**config.mk**
```make
export PLATFORM = sky130hd
export DESIGN_NAME = multi_timer_flat
export DESIGN_NICKNAME = d
export VERILOG_FILES = /design/src/rtl/multi_timer_if.sv /design/src/rtl/multi_timer.sv /design/src/flat_wrapper.sv
export SDC_FILE = /design/constraint.sdc
export NUM_CORES = 1
export LEC_CHECK = 0
export ABC_CLOCK_PERIOD_IN_PS = 2300
export CAP_MARGIN = 10
export CORE_MARGIN = 2
export CORE_UTILIZATION = 54
export DETAILED_ROUTE_END_ITERATION = 10
export GPL_TIMING_DRIVEN = 0
export MAX_ROUTING_LAYER = met4
export PLACE_DENSITY = 0.76
export SKIP_LAST_GASP = 1
export SLEW_MARGIN = 25
export SYNTH_ARGS = -nofsm -noshare
export SYNTH_HDL_FRONTEND = slang
export SYNTH_SLANG_ARGS = --single-unit
```
**constraint.sdc**
```tcl
create_clock -name clk -period 2.3 [get_ports clk]
set_input_delay 0.575 -clock clk [delete_from_list [all_inputs] [get_ports clk]]
set_output_delay 0.575 -clock clk [all_outputs]
set_load 0.02 [all_outputs]
```
**src/rtl/multi_timer_if.sv**
```systemverilog
// Control/status bundle for multi_timer: period load port, per-channel strobes and status.
// MULTI_TIMER_PAUSE_EN adds the per-channel pause input.
interface multi_timer_if #(
  parameter int NUM_CH = 4,
  parameter int CNT_W  = 16
);
  localparam int CH_W = (NUM_CH > 1) ? $clog2(NUM_CH) : 1;

  logic              load_valid;
  logic [CH_W-1:0]   load_ch;
  logic [CNT_W-1:0]  load_period;
  logic [NUM_CH-1:0] start;
  logic [NUM_CH-1:0] stop;
  logic [NUM_CH-1:0] periodic;
`ifdef MULTI_TIMER_PAUSE_EN
  logic [NUM_CH-1:0] pause;
`endif
  logic [NUM_CH-1:0] running;
  logic [NUM_CH-1:0] expired;
  logic [NUM_CH-1:0] done;
  logic              tick;

  modport master (
    output load_valid, load_ch, load_period, start, stop, periodic,
`ifdef MULTI_TIMER_PAUSE_EN
    output pause,
`endif
    input  running, expired, done, tick
  );

  modport slave (
    input  load_valid, load_ch, load_period, start, stop, periodic,
`ifdef MULTI_TIMER_PAUSE_EN
    input  pause,
`endif
    output running, expired, done, tick
  );
endinterface

```
**src/rtl/multi_timer.sv**
```systemverilog
// Multi-channel interval timer: one shared prescaler tick drives NUM_CH one-shot/periodic
// down-counters. Optional per-channel pause is enabled with MULTI_TIMER_PAUSE_EN.
module multi_timer #(
  parameter int NUM_CH         = 4,
  parameter int CNT_W          = 16,
  parameter int CLK_FREQUENCY  = 50_000_000,
  parameter int TICK_HZ        = 1,
  parameter int DEFAULT_PERIOD = 2
) (
  input  logic         clk,
  input  logic         reset,
  multi_timer_if.slave bus
);
  localparam int TICK_DIV = CLK_FREQUENCY / TICK_HZ;
  localparam int PRESC_W  = $clog2(TICK_DIV);
  localparam int CH_W     = (NUM_CH > 1) ? $clog2(NUM_CH) : 1;

  typedef enum logic {IDLE, RUN} state_e;

  logic [PRESC_W-1:0] presc_q, presc_d;
  logic               tick_q, tick_d;
  state_e             state_q [NUM_CH];
  state_e             state_d [NUM_CH];
  logic [CNT_W-1:0]   period_q [NUM_CH];
  logic [CNT_W-1:0]   period_d [NUM_CH];
  logic [CNT_W-1:0]   count_q [NUM_CH];
  logic [CNT_W-1:0]   count_d [NUM_CH];
  logic [NUM_CH-1:0]  mode_q, mode_d;
  logic [NUM_CH-1:0]  done_q, done_d;
  logic [NUM_CH-1:0]  expired_q, expired_d;
  logic [NUM_CH-1:0]  hold;
  logic [NUM_CH-1:0]  running_w;

`ifdef MULTI_TIMER_PAUSE_EN
  assign hold = bus.pause;
`else
  assign hold = '0;
`endif

  // tick is registered, so it is high in the cycle after the counter sits at TICK_DIV-1
  always_comb begin
    presc_d = (presc_q == PRESC_W'(TICK_DIV - 1)) ? '0 : presc_q + PRESC_W'(1);
    tick_d  = (presc_q == PRESC_W'(TICK_DIV - 1));
  end

  always_comb begin
    // NOTE: every signal gets its default before any branch, so no path can infer a latch.
    mode_d    = mode_q;
    done_d    = done_q;
    expired_d = '0;
    for (int i = 0; i < NUM_CH; i++) begin
      state_d[i]  = state_q[i];
      count_d[i]  = count_q[i];
      period_d[i] = period_q[i];

      // Out-of-range channel numbers never match any i, so they are dropped here.
      if (bus.load_valid && (bus.load_ch == CH_W'(i)))
        period_d[i] = bus.load_period;

      // Priority: stop > start > tick. Start and reload read the old period_q.
      if (bus.stop[i]) begin
        state_d[i] = IDLE;
        count_d[i] = '0;
        done_d[i]  = 1'b0;
      end else if (bus.start[i] && (period_q[i] != '0)) begin
        state_d[i] = RUN;
        count_d[i] = period_q[i];
        mode_d[i]  = bus.periodic[i];
        done_d[i]  = 1'b0;
      end else if ((state_q[i] == RUN) && tick_q && !hold[i]) begin
        if (count_q[i] == CNT_W'(1)) begin
          expired_d[i] = 1'b1;
          if (mode_q[i]) begin
            count_d[i] = period_q[i];
          end else begin
            state_d[i] = IDLE;
            count_d[i] = '0;
            done_d[i]  = 1'b1;
          end
        end else begin
          count_d[i] = count_q[i] - CNT_W'(1);
        end
      end
    end
  end

  always_ff @(posedge clk) begin
    // NOTE: non-blocking assignments here, so every register samples the pre-edge values.
    if (reset) begin
      presc_q   <= '0;
      tick_q    <= 1'b0;
      mode_q    <= '0;
      done_q    <= '0;
      expired_q <= '0;
      for (int i = 0; i < NUM_CH; i++) begin
        state_q[i]  <= IDLE;
        count_q[i]  <= '0;
        // NOTE: the period array is reset on purpose, since the channels must restart from DEFAULT_PERIOD.
        period_q[i] <= CNT_W'(DEFAULT_PERIOD);
      end
    end else begin
      presc_q   <= presc_d;
      tick_q    <= tick_d;
      mode_q    <= mode_d;
      done_q    <= done_d;
      expired_q <= expired_d;
      for (int i = 0; i < NUM_CH; i++) begin
        state_q[i]  <= state_d[i];
        count_q[i]  <= count_d[i];
        period_q[i] <= period_d[i];
      end
    end
  end

  always_comb begin
    running_w = '0;
    for (int i = 0; i < NUM_CH; i++)
      running_w[i] = (state_q[i] == RUN);
  end

  assign bus.running = running_w;
  assign bus.expired = expired_q;
  assign bus.done    = done_q;
  assign bus.tick    = tick_q;

endmodule
```
**src/flat_wrapper.sv**
```systemverilog
// flat-port wrapper written by rule: the top's interface ports become plain ports
module multi_timer_flat 
#(
  parameter int NUM_CH         = 4,
  parameter int CNT_W          = 16,
  parameter int CLK_FREQUENCY  = 50_000_000,
  parameter int TICK_HZ        = 1,
  parameter int DEFAULT_PERIOD = 2
)
  (clk, reset, bus_load_valid, bus_load_ch, bus_load_period, bus_start, bus_stop, bus_periodic, bus_running, bus_expired, bus_done, bus_tick);
  multi_timer_if #(.NUM_CH(NUM_CH), .CNT_W(CNT_W)) bus_i ();
  input  logic clk;
  input  logic reset;
  input wire logic [$bits(bus_i.load_valid)-1:0] bus_load_valid;
  input wire logic [$bits(bus_i.load_ch)-1:0] bus_load_ch;
  input wire logic [$bits(bus_i.load_period)-1:0] bus_load_period;
  input wire logic [$bits(bus_i.start)-1:0] bus_start;
  input wire logic [$bits(bus_i.stop)-1:0] bus_stop;
  input wire logic [$bits(bus_i.periodic)-1:0] bus_periodic;
  output wire logic [$bits(bus_i.running)-1:0] bus_running;
  output wire logic [$bits(bus_i.expired)-1:0] bus_expired;
  output wire logic [$bits(bus_i.done)-1:0] bus_done;
  output wire logic [$bits(bus_i.tick)-1:0] bus_tick;
  assign bus_i.load_valid = bus_load_valid;
  assign bus_i.load_ch = bus_load_ch;
  assign bus_i.load_period = bus_load_period;
  assign bus_i.start = bus_start;
  assign bus_i.stop = bus_stop;
  assign bus_i.periodic = bus_periodic;
  assign bus_running = bus_i.running;
  assign bus_expired = bus_i.expired;
  assign bus_done = bus_i.done;
  assign bus_tick = bus_i.tick;
  multi_timer #(.NUM_CH(NUM_CH), .CNT_W(CNT_W), .CLK_FREQUENCY(CLK_FREQUENCY), .TICK_HZ(TICK_HZ), .DEFAULT_PERIOD(DEFAULT_PERIOD)) u_core (.clk(clk), .reset(reset), .bus(bus_i));
endmodule
```
---- Word-level counts from Yosys, hierarchy flattened ----
Memories as Yosys holds them, arrays and structs flattened.
Index checks and enable logic that the tools add are counted.
operators by class
  add/subtract/negate cells ............... 5
  multiply operators ...................... 0
  divide/modulo/power cells ............... 0
  order comparisons ....................... 0
  equal/unequal tests ..................... 8
  shifts and indexed selects .............. 0
  mux-type cells .......................... 63
  bitwise operators ....................... 24
  reduce and logical (&&, ||, !) cells .... 34
operator list
  kind                     number
  $mux W16                 32
  $eq A16 B1 Y1 const B    4
  $reduce_bool A16 Y1      4
  $sub A16 B1 Y16 const B  4
  $mux W1                  31
  $add A26 B1 Y26 const B  1
  $eq A26 B26 Y1 const B   1
  $reduce_or A4 Y1         4
  $logic_and A1 B1 Y1      12
  $not A1 Y1               12
  $or A1 B1 Y1             12
  $reduce_and A3 Y1        4
  $reduce_or A3 Y1         4
  $reduce_and A2 Y1        4
  $eq A2 B2 Y1 const B     2
  $eq A2 B1 Y1 const B     1
  $logic_not A2 Y1         1
  $reduce_or A2 Y1         1
storage, ports and cells
  bits in registers ....................... 39
  bits in latches ......................... 0
  RAM bits ................................ 132
  memory bits (read-only) ................. 0
  output and inout port bits .............. 13
  word-level logic and storage cells ...... 151
  memories ................................ 3
memory list
  memory           words  bits a word  read ports  clocked after Yosys merged registers in  write ports  RTL line           RTL
  u_core.count_q   4      16           4           0                                        4            multi_timer.sv:26  logic [CNT_W-1:0] count_q [NUM_CH];
  u_core.period_q  4      16           4           0                                        4            multi_timer.sv:24  logic [CNT_W-1:0] period_q [NUM_CH];
  u_core.state_q   4      1            4           0                                        4            multi_timer.sv:22  state_e state_q [NUM_CH];

---- Logic depth before layout (Yosys ltp) ----
An unclocked memory read counts as a cell.
  depth in word-level cells ............... 7
  depth in mapped cells ................... 9
  mapped depth without buffers ............ 7

---- Worst setup path before layout ----
OpenSTA, ideal clock, no wires.
  path type ............................... reg2reg
  from .................................... memory u_core.period_q[0][5]
  to ...................................... memory u_core.count_q[0][8]
  setup time .............................. 120 ps
  arrival time ............................ 2094 ps
  required time ........................... 2180 ps
  path slack .............................. 87 ps
  stages on the path, launching flop included .. 7
  cell sequence ........................... dfxtp_1 or4_1 o41ai_4 o31ai_2 buf_6 a221oi_2 nor2_1
RTL lines
  item             RTL line
  start, declared  multi_timer.sv:24
  end, declared    multi_timer.sv:26

==> results.ini <==
[finish]
seqCellArea_mm2 = 0.00343
fin_util = 0.663
nFillCells = 1293
final_cells = 1333
drive_gt1_frac = 0.107
antenna_cells = 0
finalNetCount = 1174
syn2layout_area_growth_pct = 19.9
multi_input_area_mm2 = 0.00482
fin_area_mm2 = 0.0101

[global_route]
grt_antenna_before_repair = 0
grt_max_degree = 17
grt_pass1_wl_um = 37400
first_global_vias = 7385
grtUsageTotal = 0.290
grt-ovfl-total = 0

[critical_path]
crit_chain = or4_1 > o41a_1 > a31oi_2 > nor2_2 > a22o_1
critPathLaunchType = register
crit_fanout = 7
critPathMaxStageDelay_ns = 0.60
required_ns = 2.62
worst-setup-path-type = reg -> reg
endpoint_kind = register
cp_top_family = compound AO/OA/AOI/OAI gates
cp_slowest_cell = or4_1
arrival_ns = 2.56
crit_buf_inv = 0

[clock_network]
htree_levels = 4
cts-root-buf = clkbuf_16
postCtsHoldBufs = 0
cts_buffers = 17
clock_tree.buffer_depth = 2
clk_pin_slew_ns = 0.06
clock_latency_ns = 0.42
cts_sinks = 171
cts_tree = done

[sta]
max-slew-margin-rel = 0.453
timing.fmax_mhz = 445
rsz0062_at_grt = true
hold_viol = 0
setup_violations = 0
worstMarginPinSlew_ns = 0.813
fin_skew_ns = 0.00792
drv_slew = 0
min_period_ns = 2.25
min_period_over_period = 0.978

[power_and_ir_drop]
switching_share = 0.256
p_comb_frac = 0.130
power.internal_uw = 5220
power_leakage_uw = 0.00357
clkPwrFrac = 0.424
p_switching_uw = 1800
p_seq_frac = 0.446
ir_worst_vdd_uv = 530
power_density_mw_per_mm2 = 698

[synthesis]
synth_nets = 1095
ys_types = 65
ys_ff_latch = 171
synth_compound_area_frac = 0.225
post_synth.cell_area_avg_um2 = 7.98
syn_inst = 1053
synth-simple-area-share = 0.275
synth_ff_type = dfxtp_1
yosys_warnings = 0
ys_seq_area_frac = 0.408
synth_top_family_by_area = simple AND/OR/NAND/NOR gates
synthAdderAreaFrac = 0.0134
synth_xor_area_frac = 0.0292
synthArstFlopShare = 0
synth_area_mm2 = 0.00840
muxShareOfSynthArea = 0.00849
synth_edf_count = 0

[hold_path]
hold_class = reg -> reg

[routing]
num_vias = 8234
ant_nets = 0
drt-pass1-iter-count = 7
totalWireLength_um = 23500
routedWlPerCell_um = 17.7
drt-initial-drc-count = 724
routed_via_density = 6.18
drc = 0

[die]
die_w_um = 129
initial_utilization = 0.553
die-area_mm2 = 0.0166
rows = 45
die_h_um = 129
design.core.area_mm2 = 0.0152
ios = 46

[place]
dp.cells = 1284
io_buffers = 43
finalWeightedCongestion = 0.978
place_area_mm2 = 0.00906
dp_hpwl_um = 16300

[outcome]
status = finished, final reports clean

[run]
drv_cap = 0

## final timing paths
check                               end                   from  cells after the start  slack (ns)
setup / recovery  u_core.count_q[0][51]  u_core.period_q[3][2]                      5        0.05
hold / removal        u_core.presc_q[0]      u_core.presc_q[0]                      1        0.45
setup reg to reg  u_core.count_q[0][51]  u_core.period_q[3][2]                      5        0.05
hold reg to reg       u_core.presc_q[0]      u_core.presc_q[0]                      1        0.45
## timing repair
action / in CTS / in global routing
setup buffers: 5 / 10
setup endpoints to repair: 84 / 82
pin swaps: 2 / 8
resized for setup: 20 / 48
gates cloned: 0 / 3
## cells in the mapped netlist, drive strengths merged (7+ instances only)
library cell | count | share of area
ha | 9 | 0.013
xnor2 | 13 | 0.014
dfxtp | 171 | 0.41
o41ai | 8 | 0.014
xor2 | 15 | 0.016
or3 | 8 | 0.0060
nor3 | 36 | 0.021
and2 | 13 | 0.0097
nand3 | 21 | 0.013
a22oi | 11 | 0.0098
o21ai | 62 | 0.037
nand4 | 22 | 0.016
a21oi | 103 | 0.062
a31oi | 8 | 0.0060
nor4 | 24 | 0.019
nand2 | 189 | 0.084
nand3b | 7 | 0.0063
buf | 13 | 0.011
inv | 19 | 0.0085
a32oi | 12 | 0.013
or4 | 26 | 0.023
nor2 | 87 | 0.039
clkbuf | 49 | 0.022
a32o | 10 | 0.012
o2bb2ai | 19 | 0.020
a22o | 12 | 0.013
## power by group through the flow
stage	sequential (uW)	combinational, uW	clock, uW
after detailed placement	3190	803	0
after floorplan	3160	572	0
final	3130	915	2980
after global routing	3140	999	3140
after global placement	3190	797	0
after CTS	3120	833	3010
## through the flow
step	setup slack (ns)	setup TNS [ns]	hold slack [ns]	power [uW]
detailed placement	-0.365	-19.03	0.447	3990
global route	-0.0429	-0.309	0.484	7280
CTS	0.0102	0	0.457	6970
floorplan	0.0867	0	0.418	3730
finish	0.0510	0	0.454	7030
global placement	-0.374	-18.96	0.434	3980
## metal layers
metal	track usage	share of wire
met1	0.374	0.45
met2	0.472	0.48
met3	0.0424	0.049
met4	0.0953	0.019
met5	-	0
## placed cells by master (no fill, tap or decap), types with 13 or more instances in the layout
cell	n
nor4_1	16
dfxtp_1	167
clkbuf_16	18
inv_1	19
clkbuf_1	39
or4_1	19
xor2_1	15
nand4_1	22
o21ai_0	57
nor3_1	34
buf_4	19
nand2_1	189
o2bb2ai_1	19
nor2_1	84
clkdlybuf4s50_1	43
nand3_1	20
xnor2_1	13
a21oi_1	102
## logic make-up (layout without fill, tap and decap cells)
kind of cell | count (synthesis) | in the layout
AND/OR/NAND/NOR | 474 | 474
buffers and inverters | 81 | 173
AO/OA/AOI/OAI | 283 | 283
XOR/XNOR | 28 | 28
flip-flops | 171 | 171
multiplexers | 7 | 7
adder cells (fa/ha/maj) | 9 | 9
## final cells by class
class | count | share of cell area
multi-input combinational | 801 | 0.479
sequential | 171 | 0.341
timing repair buffer | 61 | 0.0590
clock buffer | 22 | 0.0471
buffer | 61 | 0.0303
tap | 188 | 0.0234
clock inverter | 10 | 0.0139
inverter | 19 | 0.00708
## registers in the layout (all words and copies together) (netlist names)
| name | flops |
|---|---|
| u_core.presc_q | 26 |
| u_core.bus.done | 4 |
| u_core.mode_q | 4 |
| u_core.period_q | 64 |
| u_core.bus.expired | 4 |
| u_core.state_q | 4 |
| u_core.bus.tick | 1 |
| u_core.count_q | 64 |
No activity file was read; power rests on OpenSTA's default activity.
